File: src/rtl/simon_stream_ctrl.sv
// Sequencer between a block stream and one SIMON_128256 core: input FIFO, key register,
// one-block-at-a-time core handshakes, in-order output register and a wait-state watchdog.
module simon_stream_ctrl #(
    parameter int N       = 64,
    parameter int M       = 4,
    parameter int DEPTH   = 4,
    parameter int TIMEOUT = 1023
) (
    input  logic             clk,
    input  logic             nR,
    input  logic             in_valid,
    output logic             in_ready,
    input  logic [2*N-1:0]   in_block,
    input  logic             in_enc_dec,
    input  logic             key_valid,
    output logic             key_ready,
    input  logic [M*N-1:0]   key_in,
    output logic             out_valid,
    input  logic             out_ready,
    output logic [2*N-1:0]   out_block,
    output logic             out_enc_dec,
    output logic             core_newKey,
    output logic             core_newData,
    output logic             core_readData,
    output logic             core_enc_dec,
    output logic [2*N-1:0]   core_BLOCK,
    output logic [M*N-1:0]   core_KEY,
    input  logic             core_loadKey,
    input  logic             core_loadData,
    input  logic             core_doneKey,
    input  logic             core_doneData,
    input  logic [2*N-1:0]   core_outData,
    output logic             busy,
    output logic             timeout_err
);
    localparam int AW = $clog2(DEPTH);
    localparam int PW = AW + 1;
    localparam int CW = $clog2(TIMEOUT + 1);

    localparam logic [2:0] S_IDLE  = 3'd0;
    localparam logic [2:0] S_KEY   = 3'd1;
    localparam logic [2:0] S_KWAIT = 3'd2;
    localparam logic [2:0] S_LOAD  = 3'd3;
    localparam logic [2:0] S_RUN   = 3'd4;
    localparam logic [2:0] S_READ  = 3'd5;
    localparam logic [2:0] S_ERR   = 3'd6;

    logic [2:0]     state_q, state_d;
    logic [PW-1:0]  wr_ptr_q, wr_ptr_d, rd_ptr_q, rd_ptr_d;
    logic [M*N-1:0] key_q, key_d;
    logic           key_loaded_q, key_loaded_d;
    logic           key_pending_q, key_pending_d;
    logic           new_key_q, new_key_d;
    logic           new_data_q, new_data_d;
    logic           read_data_q, read_data_d;
    logic [2*N-1:0] blk_q, blk_d;
    logic           enc_q, enc_d;
    logic           tag_q, tag_d;
    logic           out_valid_q, out_valid_d;
    logic [2*N-1:0] out_block_q, out_block_d;
    logic           out_enc_dec_q, out_enc_dec_d;
    logic [CW-1:0]  cnt_q, cnt_d;
    logic           timeout_err_q, timeout_err_d;

    logic [2*N:0]   fifo_mem [DEPTH];
    logic [2*N:0]   head;
    logic           fifo_empty, fifo_full, push, pop, key_accept, wait_state;

    assign fifo_empty = (wr_ptr_q == rd_ptr_q);
    assign fifo_full  = (wr_ptr_q[AW] != rd_ptr_q[AW]) &&
                        (wr_ptr_q[AW-1:0] == rd_ptr_q[AW-1:0]);
    assign head       = fifo_mem[rd_ptr_q[AW-1:0]];
    assign in_ready   = !fifo_full && (state_q != S_ERR);
    assign key_ready  = (state_q == S_IDLE) && !key_pending_q;
    assign push       = in_valid && in_ready;
    assign key_accept = key_valid && key_ready;
    assign wait_state = (state_q == S_KEY) || (state_q == S_KWAIT) ||
                        (state_q == S_LOAD) || (state_q == S_RUN);

    always_comb begin
        // NOTE: every next-state signal gets a default first so no path leaves one unassigned (no latches).
        state_d       = state_q;
        key_d         = key_q;
        key_loaded_d  = key_loaded_q;
        key_pending_d = key_pending_q;
        new_key_d     = new_key_q;
        new_data_d    = new_data_q;
        read_data_d   = read_data_q;
        blk_d         = blk_q;
        enc_d         = enc_q;
        tag_d         = tag_q;
        out_valid_d   = out_valid_q;
        out_block_d   = out_block_q;
        out_enc_dec_d = out_enc_dec_q;
        timeout_err_d = timeout_err_q;
        cnt_d         = wait_state ? cnt_q + CW'(1) : cnt_q;
        pop           = 1'b0;

        if (key_accept) begin
            key_d         = key_in;
            key_pending_d = 1'b1;
        end
        if (out_valid_q && out_ready) out_valid_d = 1'b0;

        case (state_q)
            S_IDLE: begin
                // A key accepted this cycle must apply to the next block, so it blocks LOAD too.
                if (key_pending_q) begin
                    state_d   = S_KEY;
                    new_key_d = 1'b1;
                end else if (key_loaded_q && !fifo_empty && !out_valid_q && !key_accept) begin
                    state_d    = S_LOAD;
                    new_data_d = 1'b1;
                    blk_d      = head[2*N-1:0];
                    enc_d      = head[2*N];
                end
            end
            S_KEY: if (core_loadKey) begin
                new_key_d = 1'b0;
                state_d   = S_KWAIT;
            end
            S_KWAIT: if (core_doneKey) begin
                key_loaded_d  = 1'b1;
                key_pending_d = 1'b0;
                state_d       = S_IDLE;
            end
            S_LOAD: if (core_loadData) begin
                pop        = 1'b1;
                new_data_d = 1'b0;
                tag_d      = enc_q;
                state_d    = S_RUN;
            end
            S_RUN: if (core_doneData) begin
                out_block_d   = core_outData;
                out_enc_dec_d = tag_q;
                out_valid_d   = 1'b1;
                read_data_d   = 1'b1;
                state_d       = S_READ;
            end
            S_READ: if (!core_doneData) begin
                read_data_d = 1'b0;
                state_d     = S_IDLE;
            end
            S_ERR:   state_d = S_ERR;
            default: state_d = S_IDLE;
        endcase

        // Watchdog only fires when the core has not answered on its last allowed cycle.
        if (wait_state && (state_d == state_q) && (cnt_q == CW'(TIMEOUT - 1))) begin
            state_d       = S_ERR;
            timeout_err_d = 1'b1;
            new_key_d     = 1'b0;
            new_data_d    = 1'b0;
            read_data_d   = 1'b0;
        end
        if (state_d != state_q) cnt_d = '0;

        wr_ptr_d = wr_ptr_q + PW'(push);
        rd_ptr_d = rd_ptr_q + PW'(pop);
    end

    // NOTE: sequential state uses non-blocking assignments so all registers update from pre-edge values.
    always_ff @(posedge clk) begin
        if (!nR) begin
            state_q       <= S_IDLE;
            wr_ptr_q      <= '0;
            rd_ptr_q      <= '0;
            key_q         <= '0;
            key_loaded_q  <= 1'b0;
            key_pending_q <= 1'b0;
            new_key_q     <= 1'b0;
            new_data_q    <= 1'b0;
            read_data_q   <= 1'b0;
            blk_q         <= '0;
            enc_q         <= 1'b0;
            tag_q         <= 1'b0;
            out_valid_q   <= 1'b0;
            out_block_q   <= '0;
            out_enc_dec_q <= 1'b0;
            cnt_q         <= '0;
            timeout_err_q <= 1'b0;
        end else begin
            state_q       <= state_d;
            wr_ptr_q      <= wr_ptr_d;
            rd_ptr_q      <= rd_ptr_d;
            key_q         <= key_d;
            key_loaded_q  <= key_loaded_d;
            key_pending_q <= key_pending_d;
            new_key_q     <= new_key_d;
            new_data_q    <= new_data_d;
            read_data_q   <= read_data_d;
            blk_q         <= blk_d;
            enc_q         <= enc_d;
            tag_q         <= tag_d;
            out_valid_q   <= out_valid_d;
            out_block_q   <= out_block_d;
            out_enc_dec_q <= out_enc_dec_d;
            cnt_q         <= cnt_d;
            timeout_err_q <= timeout_err_d;
        end
    end

    // NOTE: FIFO storage is not reset; the pointers alone define which entries are valid.
    always_ff @(posedge clk) begin
        if (push) fifo_mem[wr_ptr_q[AW-1:0]] <= {in_enc_dec, in_block};
    end

    assign out_valid     = out_valid_q;
    assign out_block     = out_block_q;
    assign out_enc_dec   = out_enc_dec_q;
    assign core_newKey   = new_key_q;
    assign core_newData  = new_data_q;
    assign core_readData = read_data_q;
    assign core_enc_dec  = enc_q;
    assign core_BLOCK    = blk_q;
    assign core_KEY      = key_q;
    assign busy          = (state_q != S_IDLE) || !fifo_empty;
    assign timeout_err   = timeout_err_q;
endmodule
File: config.mk
export PLATFORM = sky130hd
export DESIGN_NAME = simon_stream_ctrl
export DESIGN_NICKNAME = d
export VERILOG_FILES = /design/src/rtl/simon_stream_ctrl.sv
export SDC_FILE = /design/constraint.sdc
export NUM_CORES = 1
export LEC_CHECK = 0
export BUFFER_PORTS_ARGS = -buffer_cell sky130_fd_sc_hd__clkbuf_2
export CAP_MARGIN = 20
export CORE_AREA = 2 2 410 412
export CTS_CLUSTER_SIZE = 8
export DETAILED_ROUTE_END_ITERATION = 8
export DIE_AREA = 0 0 412 414
export GPL_ROUTABILITY_DRIVEN = 1
export PLACE_DENSITY = 0.52
export SLEW_MARGIN = 40
export SYNTH_ARGS = -nofsm -noshare
export SYNTH_HDL_FRONTEND = slang
export SYNTH_SLANG_ARGS = --single-unit
export TNS_END_PERCENT = 30
File: constraint.sdc
create_clock -name clk -period 12.95 [get_ports clk]
set_input_delay 0 -clock clk [delete_from_list [all_inputs] [get_ports clk]]
set_output_delay 0 -clock clk [all_outputs]
set_load 0.01 [all_outputs]
==> impl_metrics.py <==
metrics = {
    "outcome": {
        "status": "complete, no violations",
    },
    "final_layout": {
        "final_common_cell": "clkbuf_2",
        "drive_gt1_share_pct": 27.0,
        "nets": 5646,
        "layout_common_cells": "clkbuf_2 (1043), nand2_1 (1037), dlygate4sd3_1 (1007)",
        "area_growth_pct": 60.0,
    },
    "timing": {
        "finalSetupViolations": 0,
        "slew_headroom_pct": 41.8,
        "post-route-worst-setup-slack_ns": 8.83,
        "fmax_ghz": 0.243,
        "finalHoldViolations": 0,
        "slew_violations": 0,
        "fin_setup_tns_ns": 0,
        "rsz0062_at_grt": "false",
        "fin_crit_ns": 4.12,
        "fin_crit_sh_pct": 31.8,
        "tightest_slew_ns": 0.874,
        "fin_worst_skew_ns": 0.0432,
    },
    "job": {
        "maxCapViolations": 0,
    },
    "grt": {
        "antenna_found_initial": 104,
        "grt_max_degree": 179,
        "grt_use_total_pct": 21.4,
        "grt_pass1_wl_mm": 257,
        "grt_pass1_vias": 32988,
        "gr-total-overflow": 0,
    },
    "power": {
        "swShare_pct": 25.4,
        "power_leakage_nw": 22.7,
        "power.switching_mw": 2.16,
        "powerDensity_nw_per_um2": 142,
        "comb_power_share_pct": 10.7,
        "power_frac_clock_pct": 45.4,
        "p_int_mw": 6.34,
        "power_frac_seq_pct": 43.9,
        "irDropWorstVdd_uv": 159,
    },
    "synth": {
        "syn_inst": 3087,
        "netlist_area_um2": 37500,
        "async_flop_share_pct": 0,
        "synth-edff-count": 516,
        "yosysSeqAreaShare_pct": 70.2,
        "ys_seq_elements": 1057,
        "synth_cell_types": 46,
        "yosys_most_used_dff": "dfxtp_1",
        "syn_nets": 3615,
        "synth_area_per_cell_um2": 12.1,
        "synth_warnings": 0,
    },
    "floorplanning": {
        "die_w_um": 412,
        "fp-row-count": 150,
        "core-area_um2": 166000,
        "start_util_pct": 22.6,
        "die_h_um": 414,
        "ios": 1044,
        "die-area_um2": 171000,
    },
    "route": {
        "drc": 0,
        "routedWlPerCell_um": 25.1,
        "drt_iter0_markers": 2473,
        "vias": 32845,
        "vias_per_cell": 4.39,
        "wl_mm": 188,
        "drtAntennaViolNets": 0,
        "dr.pass1.iters": 9,
    },
    "setup_path": {
        "worst_path_max_delay_cell": "dfxtp_4",
        "crit_chain": "xnor2_1 -> a32oi_1 -> nand2_1 -> nor3b_2 -> buf_4 -> buf_4 -> buf_4",
        "worst-endpoint-arrival_ns": 4.54,
        "cp-start-kind": "register",
        "crit_required_ns": 13.37,
        "critPathMaxStageDelay_ns": 0.76,
        "cpMostUsedCell": "buf_4",
        "path_class": "register to register",
        "path_max_fanout": 50,
        "crit_path_end_kind": "register",
    },
    "clock_tree": {
        "clkSinkCount": 1057,
        "cts_made_buffers": 153,
        "htree_levels": 4,
        "post_cts_buffers": 0,
        "cts_tree": "done",
        "path_clk_slew_ns": 0.05,
        "cts_resized": 0,
        "root_buffer": "clkbuf_16",
        "clk_latency_ns": 0.82,
        "clk_path_buf_depth": 3,
    },
    "placement": {
        "portBuffers": 1043,
        "dpl.hpwl_mm": 137,
        "pre_cts_slack_ns": 8.75,
        "place_congestion": 0.951,
    },
    "min_path": {
        "min_path_type": "input port to register",
    },
}
## flip-flops by register name, indices dropped and copies added (netlist names), 3 cells and up
signal / count
state_q: 3
cnt_q: 10
core_KEY: 256
out_block: 128
rd_ptr_q: 3
fifo_mem: 516
wr_ptr_q: 3
core_BLOCK: 128
## metal layers
metal	vias up	part of all wire (%)	global-route usage [%]
li1	14910	-	-
met1	16164	39	24.9
met2	1340	46	34.5
met3	413	8.9	7.08
met4	18	6.2	11.9
met5	-	0.059	0
## worst max-delay path: cells and delay by family (launching register included)
family / cells / cell delay [ns]
xor gates and xnor gates: 1 / 0.20
buffers and inverters: 3 / 1.95
and+or+nand+nor: 2 / 0.36
DFF: 1 / 0.76
AOI/OAI and AO/OA: 1 / 0.32
## path summary, 6_finish.rpt
path,depth (start not counted),slack (ns),startpoint,to
worst max-delay path,7,8.83,rd_ptr_q[0]$_SDFF_PN0_,fifo_mem[2][39]$_DFFE_PP_
worst min register to register,2,0.45,core_BLOCK[55]$_SDFFE_PN0P_,core_BLOCK[55]$_SDFFE_PN0P_
worst min-delay path,2,0.06,in_block[120],fifo_mem[1][120]$_DFFE_PP_
worst max register to register,7,8.83,rd_ptr_q[0]$_SDFF_PN0_,fifo_mem[2][39]$_DFFE_PP_
## kinds of logic (layout without fill, tap and decap cells)
| logic type | Yosys count | count (layout) | synth area share (%) |
|---|---|---|---|
| adder cells (fa/ha/maj) | 6 | 6 | 0.200 |
| buffers and inverters | 217 | 2343 | 2.36 |
| other | 0 | 60 | 0 |
| AND/OR/NAND/NOR | 1120 | 1120 | 11.7 |
| AO/OA/AOI/OAI | 543 | 543 | 7.49 |
| multiplexers | 129 | 129 | 7.75 |
| XOR/XNOR | 15 | 15 | 0.350 |
| flip-flops | 1057 | 1057 | 70.2 |
## cells in the mapped netlist (9+ instances only)
| library cell | n | area, um^2 |
|---|---|---|
| nand2_1 | 1039 | 3900 |
| dfxtp_1 | 541 | 10800 |
| a21oi_1 | 524 | 2620 |
| edfxtp_1 | 516 | 15500 |
| clkbuf_1 | 163 | 612 |
| mux4_2 | 129 | 2910 |
| buf_2 | 27 | 135 |
| nor2_1 | 17 | 63.8 |
| xnor2_1 | 13 | 114 |
| buf_4 | 10 | 75.1 |
| nor4_1 | 10 | 62.6 |
| inv_1 | 9 | 33.8 |
| nor3_1 | 9 | 45.0 |
## final cells by class
type	instances	area [um^2]
Clock buffer	233	4220
Fill cell	16660	106000
Clock inverter	17	384
Antenna cell	60	150
Inverter	9	46.3
Sequential cell	1057	26300
Tap cell	2204	2760
Multi-Input combinational cell	1813	10400
Timing Repair Buffer	2084	15700
## timing repair
action                                  in CTS  in global routing
hold buffers                              1007                  0
endpoints found under the setup margin       0                  0
hold endpoints to repair                   951                  0
## metrics by stage
stage | instances | hold WS, ns | power, mW | util, % | instance area [um^2]
after global placement | 6152 | 0.217 | 4.43 | 27.0 | 45000
after global routing | 7452 | 0.0456 | 8.81 | 36.0 | 59900
final | 7477 | 0.0598 | 8.51 | 36.1 | 60000
after floorplan | 3087 | 0.0989 | 4.09 | - | 37500
after detailed placement | 6158 | 0.220 | 4.45 | 27.1 | 45100
after CTS | 7415 | 0.000187 | 8.61 | 36.0 | 59800
## power groups by stage
stage | logic, mW | clock network, mW | registers [mW]
2_1_floorplan | 0.253 | 0 | 3.83
3_3_place_gp | 0.640 | 0 | 3.79
3_5_place_dp | 0.656 | 0 | 3.79
4_1_cts | 0.916 | 3.97 | 3.73
5_1_grt | 0.971 | 4.09 | 3.74
6_report | 0.913 | 3.86 | 3.73
Power figures use the tool's default switching activity.
